<file path="src/rtl/fir_mac_core_if.sv">
// fir_mac_core_if -- bus bundle for the FIR multiply-accumulate core.
//
// Groups three groups of signals:
//   upstream FIFO read port : iEN, iEMPT, iRDAT (in), oRINC (out)
//   coefficient write port  : iCWE, iCADDR, iCDAT (in), oCBSY (out)
//   result port             : oDAT, oVLD (out)
//
// Handshake rules:
//   FIFO read: oRINC is a one-cycle pop pulse. iRDAT must hold the popped
//   word in the cycle after oRINC (read latency 1). iEMPT only matters while
//   the core is idle.
//   Coefficient write: the write happens on the rising edge where iCWE=1 and
//   oCBSY=0. A write while oCBSY=1 is dropped without any retry.
//   Result: oVLD is a one-cycle strobe. oDAT keeps its value until the next
//   strobe.
//
// Modports: master = the environment (FIFO, coefficient loader, sink);
//           slave  = the core.
interface fir_mac_core_if #(
  parameter int DW   = 8,
  parameter int CW   = 8,
  parameter int TAPS = 8,
  parameter int OW   = DW + CW + $clog2(TAPS)
);
  logic                     iEN;
  logic                     iEMPT;
  logic [DW-1:0]            iRDAT;
  logic                     oRINC;
  logic                     iCWE;
  logic [$clog2(TAPS)-1:0]  iCADDR;
  logic [CW-1:0]            iCDAT;
  logic                     oCBSY;
  logic [OW-1:0]            oDAT;
  logic                     oVLD;

  modport master (
    output iEN, iEMPT, iRDAT, iCWE, iCADDR, iCDAT,
    input  oRINC, oCBSY, oDAT, oVLD
  );

  modport slave (
    input  iEN, iEMPT, iRDAT, iCWE, iCADDR, iCDAT,
    output oRINC, oCBSY, oDAT, oVLD
  );
endinterface

</file>
<file path="src/rtl/fir_mac_core.sv">
// fir_mac_core -- serial TAPS-tap FIR filter that uses one multiplier.
//
// For each sample, the core fetches one word from an upstream FIFO and
// shifts it into the delay line. It then accumulates x[k]*h[k] over TAPS
// cycles and presents y[n] on oDAT with a one-cycle oVLD strobe. The
// arithmetic is exact: OW = DW+CW+log2(TAPS), so the sum cannot overflow.
//
// Ports:
//   iCLK    rising-edge clock
//   iRSTN   asynchronous active-low reset; clears all state including
//           the coefficients
//   bus     fir_mac_core_if.slave (FIFO read, coefficient write, result)
//   oState  current FSM state (0 IDLE, 1 READ, 2 LOAD, 3 MAC), for debug
module fir_mac_core #(
  parameter int DW   = 8,
  parameter int CW   = 8,
  parameter int TAPS = 8,
  parameter int OW   = DW + CW + $clog2(TAPS)
) (
  input  logic        iCLK,
  input  logic        iRSTN,
  fir_mac_core_if.slave bus,
  output logic [1:0]  oState
);

  localparam int KW = $clog2(TAPS);
  localparam int PW = DW + CW;

  typedef enum logic [1:0] {IDLE = 2'd0, READ = 2'd1, LOAD = 2'd2, MAC = 2'd3} state_t;

  state_t state, nextState;

  logic signed [DW-1:0] x [TAPS];
  logic signed [CW-1:0] h [TAPS];
  logic signed [OW-1:0] acc;
  logic signed [OW-1:0] dat;
  logic                 vld;
  logic [KW-1:0]        k;

  logic                 fetch;
  logic                 lastTap;
  logic signed [PW-1:0] xe, he, prod;
  logic signed [OW-1:0] prodExt;

  assign fetch   = bus.iEN && !bus.iEMPT;
  assign lastTap = (k == KW'(TAPS - 1));

  // State register
  always_ff @(posedge iCLK or negedge iRSTN) begin
    if (!iRSTN) state <= IDLE;
    else        state <= nextState;
  end

  // Next-state logic. A fetch from a quiet IDLE goes through READ, which
  // issues the pop. In the oVLD cycle, IDLE issues the pop itself and goes
  // straight to LOAD. This keeps back-to-back samples at TAPS+2 cycles
  // apart.
  always_comb begin
    nextState = state;
    case (state)
      IDLE: if (fetch) nextState = vld ? LOAD : READ;
      READ: nextState = LOAD;
      LOAD: nextState = MAC;
      MAC:  if (lastTap) nextState = IDLE;
      default: nextState = IDLE;
    endcase
  end

  // Output logic
  always_comb begin
    bus.oRINC = (state == READ) || (state == IDLE && fetch && vld);
    bus.oCBSY = (state != IDLE);
    bus.oVLD  = vld;
    bus.oDAT  = dat;
    oState    = state;
  end

  // Form the full-width signed product, then sign-extend it to the
  // accumulator width.
  always_comb begin
    xe      = {{CW{x[k][DW-1]}}, x[k]};
    he      = {{DW{h[k][CW-1]}}, h[k]};
    prod    = xe * he;
    prodExt = {{(OW-PW){prod[PW-1]}}, prod};
  end

  // Datapath: coefficient bank, delay line, accumulator, result register.
  always_ff @(posedge iCLK or negedge iRSTN) begin
    if (!iRSTN) begin
      for (int i = 0; i < TAPS; i++) begin
        x[i] <= '0;
        h[i] <= '0;
      end
      acc <= '0;
      dat <= '0;
      vld <= 1'b0;
      k   <= '0;
    end else begin
      vld <= 1'b0;
      if (state == IDLE && bus.iCWE) h[bus.iCADDR] <= bus.iCDAT;
      case (state)
        LOAD: begin
          x[0] <= bus.iRDAT;
          for (int i = 1; i < TAPS; i++) x[i] <= x[i-1];
          acc <= '0;
          k   <= '0;
        end
        MAC: begin
          acc <= acc + prodExt;
          k   <= k + KW'(1);
          if (lastTap) begin
            dat <= acc + prodExt;
            vld <= 1'b1;
          end
        end
        default: ;
      endcase
    end
  end

endmodule

</file>
<file path="src/flat_wrapper.sv">
// flat-port wrapper written by rule: the top's interface ports become plain ports
module fir_mac_core_flat 
#(
  parameter int DW   = 8,
  parameter int CW   = 8,
  parameter int TAPS = 8,
  parameter int OW   = DW + CW + $clog2(TAPS)
)
  (iCLK, iRSTN, oState, bus_iEN, bus_iEMPT, bus_iRDAT, bus_iCWE, bus_iCADDR, bus_iCDAT, bus_oRINC, bus_oCBSY, bus_oDAT, bus_oVLD);
  fir_mac_core_if #(.DW(DW), .CW(CW), .TAPS(TAPS), .OW(OW)) bus_i ();
  input  logic iCLK;
  input  logic iRSTN;
  output logic [1:0] oState;
  input wire logic [$bits(bus_i.iEN)-1:0] bus_iEN;
  input wire logic [$bits(bus_i.iEMPT)-1:0] bus_iEMPT;
  input wire logic [$bits(bus_i.iRDAT)-1:0] bus_iRDAT;
  input wire logic [$bits(bus_i.iCWE)-1:0] bus_iCWE;
  input wire logic [$bits(bus_i.iCADDR)-1:0] bus_iCADDR;
  input wire logic [$bits(bus_i.iCDAT)-1:0] bus_iCDAT;
  output wire logic [$bits(bus_i.oRINC)-1:0] bus_oRINC;
  output wire logic [$bits(bus_i.oCBSY)-1:0] bus_oCBSY;
  output wire logic [$bits(bus_i.oDAT)-1:0] bus_oDAT;
  output wire logic [$bits(bus_i.oVLD)-1:0] bus_oVLD;
  assign bus_i.iEN = bus_iEN;
  assign bus_i.iEMPT = bus_iEMPT;
  assign bus_i.iRDAT = bus_iRDAT;
  assign bus_i.iCWE = bus_iCWE;
  assign bus_i.iCADDR = bus_iCADDR;
  assign bus_i.iCDAT = bus_iCDAT;
  assign bus_oRINC = bus_i.oRINC;
  assign bus_oCBSY = bus_i.oCBSY;
  assign bus_oDAT = bus_i.oDAT;
  assign bus_oVLD = bus_i.oVLD;
  fir_mac_core #(.DW(DW), .CW(CW), .TAPS(TAPS), .OW(OW)) u_core (.iCLK(iCLK), .iRSTN(iRSTN), .bus(bus_i), .oState(oState));
endmodule
</file>
<file path="config.mk">
export PLATFORM = sky130hd
export DESIGN_NAME = fir_mac_core_flat
export DESIGN_NICKNAME = d
export VERILOG_FILES = /design/src/rtl/fir_mac_core_if.sv /design/src/rtl/fir_mac_core.sv /design/src/flat_wrapper.sv
export SDC_FILE = /design/constraint.sdc
export NUM_CORES = 1
export LEC_CHECK = 0
export BUFFER_PORTS_ARGS = -buffer_cell sky130_fd_sc_hd__buf_2
export CAP_MARGIN = 20
export CORE_MARGIN = 2
export CORE_UTILIZATION = 45
export DETAILED_ROUTE_END_ITERATION = 6
export SYNTH_ARGS = -nofsm -noshare
export SYNTH_HDL_FRONTEND = slang
export SYNTH_SLANG_ARGS = --single-unit
</file>
<file path="constraint.sdc">
create_clock -name iCLK -period 8.3 [get_ports iCLK]
set_clock_uncertainty 0.05 [all_clocks]
set_input_delay 0.83 -clock iCLK [delete_from_list [all_inputs] [get_ports iCLK]]
set_output_delay 0.83 -clock iCLK [all_outputs]
set_load 0.02 [all_outputs]
</file>
==> impl_summary.md <==
Status
The run finished with clean final reports.

Clock tree
For the worst-skew pair, the clock arrives at the later sink with an insertion delay of ~0.44 ns. Once the clock tree was built, the setup fixing pass inserted 0 buffers. The hold-fix buffer count after cts is 0. The CTS tree is yes. The buffer type at the clock tree root is sky130_fd_sc_hd__clkbuf_16.

The CTS buffer count is 17. The H-tree was split into 4 levels. The number of clock sinks is between 150 and 200. The clock tree buffer depth is 2. Clock-pin slew was measured on the worst setup and hold paths at 0.08 ns.

The post-cts gate resize count is 0.

Floorplanning
The number of placement rows is 57. Pin placement for this block handled 48 I/O pins. For this configuration, the core starts out at a cell density of 0.457.

The area of the placeable core is about 24000 µm². The die area is approximately 26000 µm². From bottom edge to top edge, the die measures 161 µm. The floorplan step set the die width to 161 µm.

Layout
Relative to the synthesized area, the layout overhead comes to 11.0%. Leaving out fill and tap cells, the most frequent cells in the layout are 171 x sky130_fd_sc_hd__dfrtp_1, 119 x sky130_fd_sc_hd__mux2_2, 91 x sky130_fd_sc_hd__inv_1. Of the cells placed in the final design, the portion with a size suffix greater than 1 is 0.298. 0 antenna diodes ended up in the layout. In the final layout, the multi-input gates occupy about 6300 µm². The filler cell count in the final layout is 2122.

The most common cell after layout, fill and taps aside is sky130_fd_sc_hd__dfrtp_1. The number of nets at the end of the flow is 1055. The area of all sequential standard cells is 4310 µm².

Yosys
The async set or reset register ratio after synthesis is 1.00. The synthesized flop and latch total is between 150 and 200. Synthesis produced a netlist with a net count of 1009. The number of library cell types mapped by synthesis is 55.

The number of synthesized flops with an enable pin is 0. The post-synthesis cell count is 850. The post-synthesis average cell area is 13.0 µm². The cell area that synthesis handed to floorplanning was between 10000 and 15000 µm². The portion of the post-synthesis area used by sequential elements is 0.389. The top flip-flop cell by instance count after synthesis is sky130_fd_sc_hd__dfrtp_1. The number of warnings issued by yosys is 0.

Critical path
The signal on the critical path passes through buf_4, mux4_2, mux2i_2, nand2b_1, fa_1, fa_1, inv_1, fa_1, fa_1, fa_1, ha_1, o21a_1, o31ai_4, a21oi_2, a211oi_4, xnor2_1, mux2_2. The launching point of the worst reg2reg path is u_core.k[1]. In this run the critical register-to-register path is captured at u_core.bus.oDAT[14]. The critical path arrival is approximately 7 ns. The register-to-register path setup slack is between 1.5 and 2 ns. The critical path's slowest cell is sky130_fd_sc_hd__dfrtp_1. The number of cells on the worst reg-to-reg path is 17. STA classifies the critical path startpoint as a register. For this run, the slowest stage of the critical path takes just over 0.8 ns. The type of the worst setup path is reg2reg. The largest driver fanout on the critical path is 20.

The kind of capture point of the worst setup path is a register. The data required time at the worst endpoint is 8.58 ns. The most frequent cell on the critical path is sky130_fd_sc_hd__fa_1.

Timing
The worst pin sits at a relative slew slack of 0.297. The slew at the pin closest to its max-slew limit is 1.05 ns. Setup total negative slack on the finished layout was measured at 0 ns. The fmax is around 150 MHz. Setup violations remaining at the end of the flow were counted as 0. The number of max-slew violations in the final report was 0. The total count of hold-check failures in the final report was 0.

The final critical path time including I/O delays and setup is approximately 6.6 ns. Of the available clock period, the critical path in the final layout requires 0.792. Setup repair after global routing left no endpoint under its margin.

Drt
The count of nets left with antenna violations once routing finished came out at 0. Before antenna repair, the detailed router went through 5 iterations. In the routed layout, each cell is associated on average with a via count of between 5 and 6.

The DRC violations left is 0. Summed over all layers, the routed wires come to around 22000 µm. The final route contains about 6400 vias. The first routing iteration left 540 violations. The final routed wire length divided by cell count is approximately 18 µm.

GRT
The initial antenna violation count is 0. The overall fraction of global-route tracks in use is 0.183. Summed over all layers, the global routing overflow is 0. Entering global routing, the biggest net connects 97 pins.

The first-pass GRT wire length is roughly 37000 µm. The number of global-route vias before repair is 6835.

Place
Once detailed placement completed, the half-perimeter wirelength came to 16000 µm. Buffers placed on the I/O ports in this run total 47. The final RePlAce weighted congestion is slightly above 0.8.

Flow run
The max-cap violation count is 0.

Worst hold path
The class of the most critical hold timing path is in2async.
-- cell type report --
class                      instances  share of cell area
timing repair buffer              55              0.0256
multi-input combinational        548               0.509
clock buffer                      17              0.0346
inverter                         102              0.0312
sequential                       172               0.350
tap                              324              0.0330
clock inverter                    15              0.0165
-- metal layers --
metal,global-route usage,share of wire
met2,0.279,0.45
met3,0.0320,0.033
met1,0.272,0.51
met5,0,0
met4,0.0471,0.012
-- synthesized netlist by cell type (all sizes together) (2+ instances only) --
library cell | count | area (µm²)
mux2 | 145 | 1630
ha | 51 | 638
dfrtp | 172 | 4300
xnor2 | 9 | 86.3
clkbuf | 15 | 56.3
mux2i | 19 | 295
nor3b | 3 | 22.5
o2111ai | 4 | 35.0
buf | 13 | 91.3
o211ai | 5 | 37.5
nand4 | 2 | 12.5
mux4 | 32 | 721
nand2 | 33 | 124
a41oi | 2 | 17.5
xor2 | 5 | 43.8
nor2 | 62 | 233
nor2b | 7 | 58.8
o21a | 4 | 30.0
o31ai | 5 | 51.3
o21bai | 3 | 22.5
a22o | 11 | 96.3
a211oi | 2 | 27.5
a21oi | 16 | 83.8
nor3 | 2 | 10.0
or3 | 2 | 12.5
nand3 | 4 | 20.0
fa | 84 | 1680
nand3b | 2 | 15.0
o21ai | 9 | 45.0
inv | 102 | 383
nand2b | 10 | 62.6
or2 | 5 | 31.3
-- worst max-delay path: cells and delay by family, from the launching register on --
family / cells / cell delay (ns)
simple gates: 1 / 0.15
buf+inv: 2 / 0.48
flops: 1 / 0.81
mux: 3 / 1.05
xor+xnor: 1 / 0.14
compound gates: 4 / 0.84
fa+ha+maj: 6 / 2.97
-- metrics by stage --
step	instance area (µm²)	setup slack [ns]	hold WS, ns	util	cells
5_1_grt	12300	1.41	0.454	0.507	1233
3_5_place_dp	11700	1.72	0.418	0.481	1201
6_report	12300	1.72	0.426	0.507	1233
4_1_cts	12300	1.70	0.435	0.507	1233
2_1_floorplan	11100	2.49	0.402	-	850
3_3_place_gp	11700	1.82	0.406	0.480	1200
-- registers in the layout, indices dropped and copies added (netlist names) --
signal,flops
u_core.bus.oVLD,1
u_core.oState,2
u_core.k,3
u_core.h,64
u_core.bus.oDAT,19
u_core.x,64
u_core.acc,19
-- how the worst max path moves through the flow --
stage                                      to  slack [ns]         from
after floorplan           u_core.bus.oDAT[14]        2.49  u_core.k[0]
after global placement    u_core.bus.oDAT[14]        1.82  u_core.k[1]
after detailed placement  u_core.bus.oDAT[14]        1.72  u_core.k[1]
after CTS                 u_core.bus.oDAT[14]        1.70  u_core.k[1]
after global routing      u_core.bus.oDAT[13]        1.41  u_core.k[1]
final                     u_core.bus.oDAT[14]        1.72  u_core.k[1]
-- logic make-up after synthesis --
family | Yosys count | share of synthesized area
buffers and inverters | 130 | 0.0479
muxes | 196 | 0.239
AOI/OAI and AO/OA | 65 | 0.0434
xor gates and xnor gates | 15 | 0.0138
DFF | 172 | 0.389
and+or+nand+nor | 137 | 0.0575
adders and majority gates | 135 | 0.209
Power is left out: the tool's default activity adds up to more than one toggle a clock period on the data nets, which glitch-free logic cannot reach.
